--- src/rtl/mu0_pkg.sv ---
// mu0_pkg: sequencer state encoding and MU0/ARMish opcode constants shared with the decoder
package mu0_pkg;
  typedef enum logic [2:0] {
    S_START = 3'd0,
    S_WAIT  = 3'd1,
    S_FETCH = 3'd2,
    S_EXEC1 = 3'd3,
    S_EXEC2 = 3'd4,
    S_HALT  = 3'd5
  } state_t;
  localparam logic [3:0] OP_LDA = 4'b0000;
  localparam logic [3:0] OP_STA = 4'b0001;
  localparam logic [3:0] OP_ADD = 4'b0010;
  localparam logic [3:0] OP_SUB = 4'b0011;
  localparam logic [3:0] OP_JMP = 4'b0100;
  localparam logic [3:0] OP_JGE = 4'b0101;
  localparam logic [3:0] OP_JNE = 4'b0110;
  localparam logic [3:0] OP_STP = 4'b0111;
  localparam logic [3:0] OP_AND = 4'b1000;
  localparam logic [3:0] OP_ORR = 4'b1001;
  localparam logic [3:0] OP_LSL = 4'b1010;
  localparam logic [3:0] OP_ASR = 4'b1011;
  localparam logic [1:0] OP_ARM = 2'b11;
endpackage

--- src/rtl/rise_detect.sv ---
// rise_detect: one-cycle pulse on a rising edge of a clk-synchronous level
module rise_detect (
  input  logic clk,
  input  logic reset_n,
  input  logic d,
  output logic rise
);
  logic d_q;
  always_ff @(posedge clk or negedge reset_n)
    if (!reset_n) d_q <= 1'b0;
    else          d_q <= d;
  assign rise = d & ~d_q;
endmodule

--- src/rtl/mu0_sequencer.sv ---
// mu0_sequencer: FETCH/EXEC1/EXEC2 phase sequencer with IR latch, single-step and debug counters
module mu0_sequencer
  import mu0_pkg::*;
#(
  parameter int          CNT_W    = 16,
  parameter logic [15:0] IR_RESET = 16'h0000
) (
  input  logic             clk,
  input  logic             reset_n,
  input  logic             run,
  input  logic             step,
  input  logic             extra,
  input  logic [15:0]      ram_q,
  output logic             fetch,
  output logic             exec1,
  output logic             exec2,
  output logic [15:0]      ir,
  output logic             halted,
  output logic [CNT_W-1:0] instr_cnt,
  output logic [CNT_W-1:0] cycle_cnt
);
  state_t state, state_d;
  logic   step_rise;
  rise_detect u_step (
    .clk     (clk),
    .reset_n (reset_n),
    .d       (step),
    .rise    (step_rise)
  );
  always_ff @(posedge clk or negedge reset_n)
    if (!reset_n) state <= S_START;
    else          state <= state_d;
  // both EXEC1 and EXEC2 finish here; RUN is only consulted at this point
  logic [2:0] done_st;
  assign done_st = run ? S_FETCH : S_WAIT;
  always_comb begin
    state_d = state;
    unique case (state)
      S_START: state_d = run ? S_FETCH : S_WAIT;
      S_WAIT:  state_d = (run | step_rise) ? S_FETCH : S_WAIT;
      S_FETCH: state_d = S_EXEC1;
      S_EXEC1: state_d = (ir[15:12] == OP_STP) ? S_HALT : extra ? S_EXEC2 : state_t'(done_st);
      S_EXEC2: state_d = state_t'(done_st);
      S_HALT:  state_d = S_HALT;
      default: state_d = S_START;
    endcase
  end
  always_comb begin
    fetch  = state == S_FETCH;
    exec1  = state == S_EXEC1;
    exec2  = state == S_EXEC2;
    halted = state == S_HALT;
  end
  always_ff @(posedge clk or negedge reset_n)
    if (!reset_n) begin
      ir        <= IR_RESET;
      instr_cnt <= '0;
      cycle_cnt <= '0;
    end else begin
      if (state == S_FETCH) begin
        ir        <= ram_q;
        instr_cnt <= instr_cnt + CNT_W'(1);
      end
      if (state inside {S_FETCH, S_EXEC1, S_EXEC2}) cycle_cnt <= cycle_cnt + CNT_W'(1);
    end
endmodule

--- config.mk ---
export PLATFORM = sky130hd
export DESIGN_NAME = mu0_sequencer
export DESIGN_NICKNAME = d
export VERILOG_FILES = /design/src/rtl/mu0_pkg.sv /design/src/rtl/rise_detect.sv /design/src/rtl/mu0_sequencer.sv
export SDC_FILE = /design/constraint.sdc
export NUM_CORES = 1
export LEC_CHECK = 0
export ABC_AREA = 1
export CORE_MARGIN = 1.5
export CORE_UTILIZATION = 48
export CTS_CLUSTER_SIZE = 24
export DETAILED_ROUTE_END_ITERATION = 8
export PLACE_DENSITY = 0.88
export REMOVE_ABC_BUFFERS = 1
export SLEW_MARGIN = 20
export SYNTH_ARGS = -nofsm -noshare
export SYNTH_HDL_FRONTEND = slang
export SYNTH_HIERARCHICAL = 1
export SYNTH_SLANG_ARGS = --single-unit
--- constraint.sdc ---
create_clock -name clk -period 1.6 [get_ports clk]
set_input_delay 0.24 -clock clk [delete_from_list [all_inputs] [get_ports clk]]
set_output_delay 0.24 -clock clk [all_outputs]
set_load 0.1 [all_outputs]
==> flow_summary.json, run 1 <==
{
  "slew_headroom_pct": 81.2,
  "crit_start": "state[1]",
  "r2r_end": "cycle_cnt[15]",
  "r2r-start": "state[1]",
  "coreArea_sq_um": 5170,
  "yosys_warnings": 6,
  "place_hpwl_microns": 4760,
  "place_congestion": 0.883,
  "cts_buffers": 5,
  "vias": 2360,
  "num_rows": 26,
  "synth_top_area_share_pct": 50.0,
  "grt_use_total_pct": 23.2,
  "initial_core_util_pct": 50.3,
  "die_y_microns": 76.6,
  "routedWlPerCell_microns": 14.1,
  "fmax_mhz": 632,
  "layout_commonest_cell": "nand2_1",
  "setup_tns_ps": 0,
  "drc": 0,
  "overflow": 0,
  "tightest_slew_ps": 281,
  "grt_start_max_net_pins": 53,
  "finalCritPeriodShare_pct": 98.8,
  "syn_area_sq_um": 2600,
  "hold_viol_final": 0,
  "die_area_sq_um": 5870,
  "synth_cells": 315,
  "multi_input_area_sq_um": 1140,
  "critPathKind": "reg -> out",
  "htreeDepth": 2,
  "clk_pin_slew_worst_paths_ps": 90,
  "met1_length_microns": 2500,
  "die_width_microns": 76.6,
  "totalWireLength_microns": 6590,
  "root_buffer": "clkbuf_8",
  "antenna_cells": 0,
  "cp.arrival_ps": 1340,
  "area_delta_synth_final_pct": 58.0,
  "ys_seq_area_share_pct": 50.0,
  "grt_pass1_vias": 2415,
  "synth_top_cell_by_area": "dfrtp_1",
  "min_path_type": "in -> reg",
  "firstDrtPassIters": 6,
  "regToRegSetupSlack_ps": 110,
  "critPathCaptureType": "output port",
  "clockBufferDepth": 2,
  "dpl_cell_area_sq_um": 3930,
  "final_area_sq_um": 4110,
  "drive_above_1_share_pct": 25.3,
  "ant_nets": 0,
  "wl_met2_microns": 3580,
  "required_ps": 1360,
  "top_layer_used": "met4",
  "n_fill_cell": 277,
  "ys_top_cells_by_area": "dfrtp_1 50%, nand2_1 17%, inv_1 5.3%, xor2_1 4.0%, nor2_1 3.3%",
  "setup_viol": 0,
  "status": "finished, final reports clean",
  "p_per_area_nw_per_um2": 2190,
  "met3_length_microns": 400,
  "ir_worst_vdd_mv": 1.86,
  "fin_worst_skew_ps": 13.7,
  "seqCellArea_sq_um": 1300,
  "path_max_fanout": 4,
  "cap_violations": 0,
  "io_buffers": 72,
  "clock-sinks": 52,
  "crit_end": "exec2",
  "grt_pass1_wl_microns": 10800,
  "syn_avg_cell_area_sq_um": 8.25,
  "nNetsFinal": 421,
  "antenna_found_initial": 0,
  "p_leak_nw": 1.97,
  "num_io_pins": 73,
  "r2r_cells": 8,
  "cp-start-kind": "flip-flop",
  "first_iter_violations": 169,
  "slew_viol_final": 0,
  "final_cell_mix": "119 x nand2_1, 53 x buf_12, 50 x dfrtp_1",
  "period_minus_slack_ps": 1580,
  "ys_types": 25,
  "clk_latency_ps": 310,
  "viasPerCell": 5.03,
  "cts_tree": "built",
  "synth-seq-cells": 52
}
## metrics by stage
step | worst slack (ps) | power [W] | utilization [%] | hold WS (ps) | cells
3_3_place_gp | 217 | 0.00776 | 75.9 | 251 | 456
2_1_floorplan | -741 | 0.00566 | - | -55.6 | 310
5_1_grt | -18.8 | 0.00935 | 79.4 | 393 | 469
6_report | 18.6 | 0.00901 | 79.4 | 404 | 469
4_1_cts | 5.79 | 0.00894 | 78.8 | 395 | 467
3_5_place_dp | 104 | 0.00792 | 75.9 | 257 | 456
## worst min-delay path by stage
stage,endpoint,cells past startpoint,slack [ps],startpoint
6_report,u_step/d_q,1,400,step
5_1_grt,u_step/d_q,1,390,step
4_1_cts,u_step/d_q,1,400,step
3_5_place_dp,cycle_cnt[11],2,260,reset_n
3_3_place_gp,cycle_cnt[12],2,250,reset_n
2_1_floorplan,cycle_cnt[0],0,-60,reset_n
## cells in the mapped netlist
master,count
nand3_2,2
buf_12,1
inv_2,1
nor3_1,2
o21ai_0,1
buf_2,4
o21ai_1,5
nor2_2,9
nand2_1,121
nand2_4,3
a22oi_1,1
ha_1,2
nor2_1,23
inv_1,37
nor3_2,1
nand3_1,11
nand2_2,2
nand4_1,10
a21o_1,1
dfrtp_1,52
xor2_1,12
nand3_4,2
nand3b_1,4
nor2_4,2
xnor2_1,6
## cell families (layout without fill, tap and decap cells)
| group | after synthesis | count (layout) | synth area share [%] |
|---|---|---|---|
| compound gates | 8 | 8 | 1.73 |
| fa+ha+maj | 2 | 2 | 0.962 |
| simple gates | 192 | 192 | 34.2 |
| buf+inv | 43 | 127 | 7.03 |
| flops | 52 | 52 | 50.0 |
| xor+xnor | 18 | 18 | 6.06 |
## power breakdown
part           total, W  internal (W)  switching (W)  leakage [nW]
clock network  0.000913      0.000463       0.000449        0.0541
registers       0.00225       0.00170       0.000549         0.674
logic           0.00584       0.00195        0.00390          1.24
## state kept, by name, indices dropped and copies added, names as in the netlist
register    cells
u_step/d_q      1
instr_cnt      16
ir             16
cycle_cnt      16
state           3
## area by class of cell
cell class	instances	share of cell area, %
Tap cell	70	2.13
Clock inverter	3	1.04
Inverter	38	3.53
Sequential cell	52	31.7
Timing Repair Buffer	81	32.1
Clock buffer	5	1.68
Multi-Input combinational cell	220	27.8
## routing by layer
layer  up-vias  GRT usage (%)
met5         -              0
met4         0           7.96
met3        13           6.83
met2        94           42.2
met1      1123           25.6
li1       1130              -
## critical path, cell delays in order (launching register included)
cell and delay [ps]:
dfrtp_2 470, nor2_4 180, nand2_2 100, inv_1 110, buf_12 180
## what timing repair did
| item | CTS | global route |
|---|---|---|
| hold buffers | 1 | 0 |
| gates resized for setup | 7 | 7 |
| endpoints found under the hold margin | 52 | 0 |
| pin swaps | 2 | 0 |
| setup endpoints to repair | 3 | 3 |
| setup buffers | 2 | 2 |
Power figures use the tool's default switching activity.
==> run 2: changes to the inputs <==
- CORE_MARGIN: 1.5 -> 5
- PLACE_DENSITY: 0.88 -> 0.8
- SLEW_MARGIN: 20 -> unset
==> run 2 against run 1 <==
  * Sequential power is essentially flat
  * First-iteration DRC count is 16% lower
  * Largest power group unchanged
  * Count of clock-buffer cells in the layout stayed put
  * Non-clock buffer count up 2
==> flow_summary.json, run 2 (same netlist as run 1, synthesis figures left out) <==
{
  "status": "finished, final reports clean",
  "slew_viol_final": 0,
  "p_leak_nw": 2.00,
  "p_per_area_nw_per_um2": 2250,
  "grt_start_max_net_pins": 18,
  "cts_buffers": 5,
  "viasPerCell": 5.12,
  "layout_commonest_cell": "nand2_1",
  "period_minus_slack_ps": 1600,
  "num_rows": 26,
  "final_util_pct": 80.2,
  "routedWlPerCell_microns": 15.4,
  "coreArea_sq_um": 5170,
  "min_path_type": "in -> async",
  "firstDrtPassIters": 4,
  "rsz0062_at_grt": "true",
  "n_fill_cell": 293,
  "finalCritPeriodShare_pct": 99.8,
  "r2r-start": "state[0]",
  "r2r_end": "cycle_cnt[15]",
  "dp.cells": 457,
  "io_buffers": 72,
  "cp.arrival_ps": 1360,
  "required_ps": 1360,
  "dpl_cell_area_sq_um": 3920,
  "critPathCaptureType": "output port",
  "antenna_found_initial": 0,
  "grt_use_total_pct": 21.2,
  "regToRegSetupSlack_ps": 10,
  "antenna_cells": 0,
  "first_iter_violations": 142,
  "slew_headroom_pct": 75.8,
  "final_area_sq_um": 4150,
  "place_hpwl_microns": 5300,
  "num_io_pins": 73,
  "tightest_slew_ps": 362,
  "cts_tree": "built",
  "die_width_microns": 83.6,
  "overflow": 0,
  "clk_latency_ps": 300,
  "fin_worst_skew_ps": 4.38,
  "reg.largest.list": "cycle_cnt (16), instr_cnt (16), ir (16)",
  "grt_pass1_wl_microns": 11900,
  "vias": 2410,
  "root_buffer": "clkbuf_8",
  "drc": 0,
  "setup_viol": 0,
  "critPathKind": "reg -> out",
  "clk_pin_slew_worst_paths_ps": 100,
  "grt_pass1_vias": 2487,
  "clock-sinks": 52,
  "place_congestion": 0.832,
  "ir_worst_vdd_mv": 1.94,
  "area_delta_synth_final_pct": 59.5,
  "final_cells": 471,
  "initial_core_util_pct": 50.3,
  "clockBufferDepth": 2,
  "hold_viol_final": 0,
  "path_max_fanout": 3,
  "ant_nets": 0,
  "totalWireLength_microns": 7240,
  "drive_above_1_share_pct": 25.2,
  "die_area_sq_um": 6990,
  "setup_tns_ps": 0,
  "final_cell_mix": "120 x nand2_1, 52 x buf_12, 51 x dfrtp_1",
  "cap_violations": 0,
  "cp-start-kind": "flip-flop",
  "r2r_cells": 9,
  "nNetsFinal": 423,
  "htreeDepth": 2,
  "power_w": 0.00932,
  "fmax_mhz": 626,
  "die_y_microns": 83.6
}
==> run 2: changes by cell type in the layout (fill, tap and decap cells not counted), sizes merged <==
cell      before  now
bufinv         1    3
clkinv         1    0
buf           61   63
clkinvlp       1    0
==> run 2: stage by stage <==
step	hold slack [ps]	setup slack, ps
6_report	369	2.54
5_1_grt	396	-28.6
4_1_cts	383	0.212
3_5_place_dp	167	140
3_3_place_gp	170	210
2_1_floorplan	-55.6	-741
==> run 2: how the worst max path moves through the flow <==
stage | startpoint | end | slack [ps] | depth (start not counted)
floorplan | state[2] | state[1] | -740 | 5
global placement | state[2] | exec1 | 210 | 4
detailed placement | state[1] | cycle_cnt[15] | 140 | 8
CTS | state[1] | exec2 | 0.2 | 4
global route | state[2] | exec1 | -30 | 4
finish | state[2] | exec1 | 3 | 4
==> run 2: metal layers <==
layer | wire length [microns] | global-route usage [%]
met5 | 0 | 0
met4 | 150 | 8.33
met3 | 575 | 7.90
met2 | 3850 | 37.8
met1 | 2660 | 22.4
==> run 2: repair_timing <==
item	in CTS	in global routing
gates resized for setup	6	4
hold buffers	1	0
setup buffers	2	3
setup endpoints to repair	3	7
pin swaps	2	1
hold endpoints to repair	13	0
==> run 2: layout make-up <==
class	instances	area (sq um)	share of cell area, %
inverter	38	143	3.44
timing repair buffer	83	1320	31.9
clock buffer	5	68.8	1.66
multi-input combinational	220	1130	27.3
clock inverter	3	90.1	2.17
tap	70	87.6	2.11
sequential	52	1300	31.4
==> run 2: critical path, cell delays in order (launching register included) <==
cell and delay [ps]:
dfrtp_1 440, inv_2 130, nand2_2 110, nor2_4 190, buf_12 190
==> run 2: report_power, final <==
part	leakage (nW)	internal [W]	switching, W
clock network	0.0784	0.000782	0.000446
logic	1.25	0.00194	0.00391
registers	0.675	0.00170	0.000544
total	2.00	0.00442	0.00490
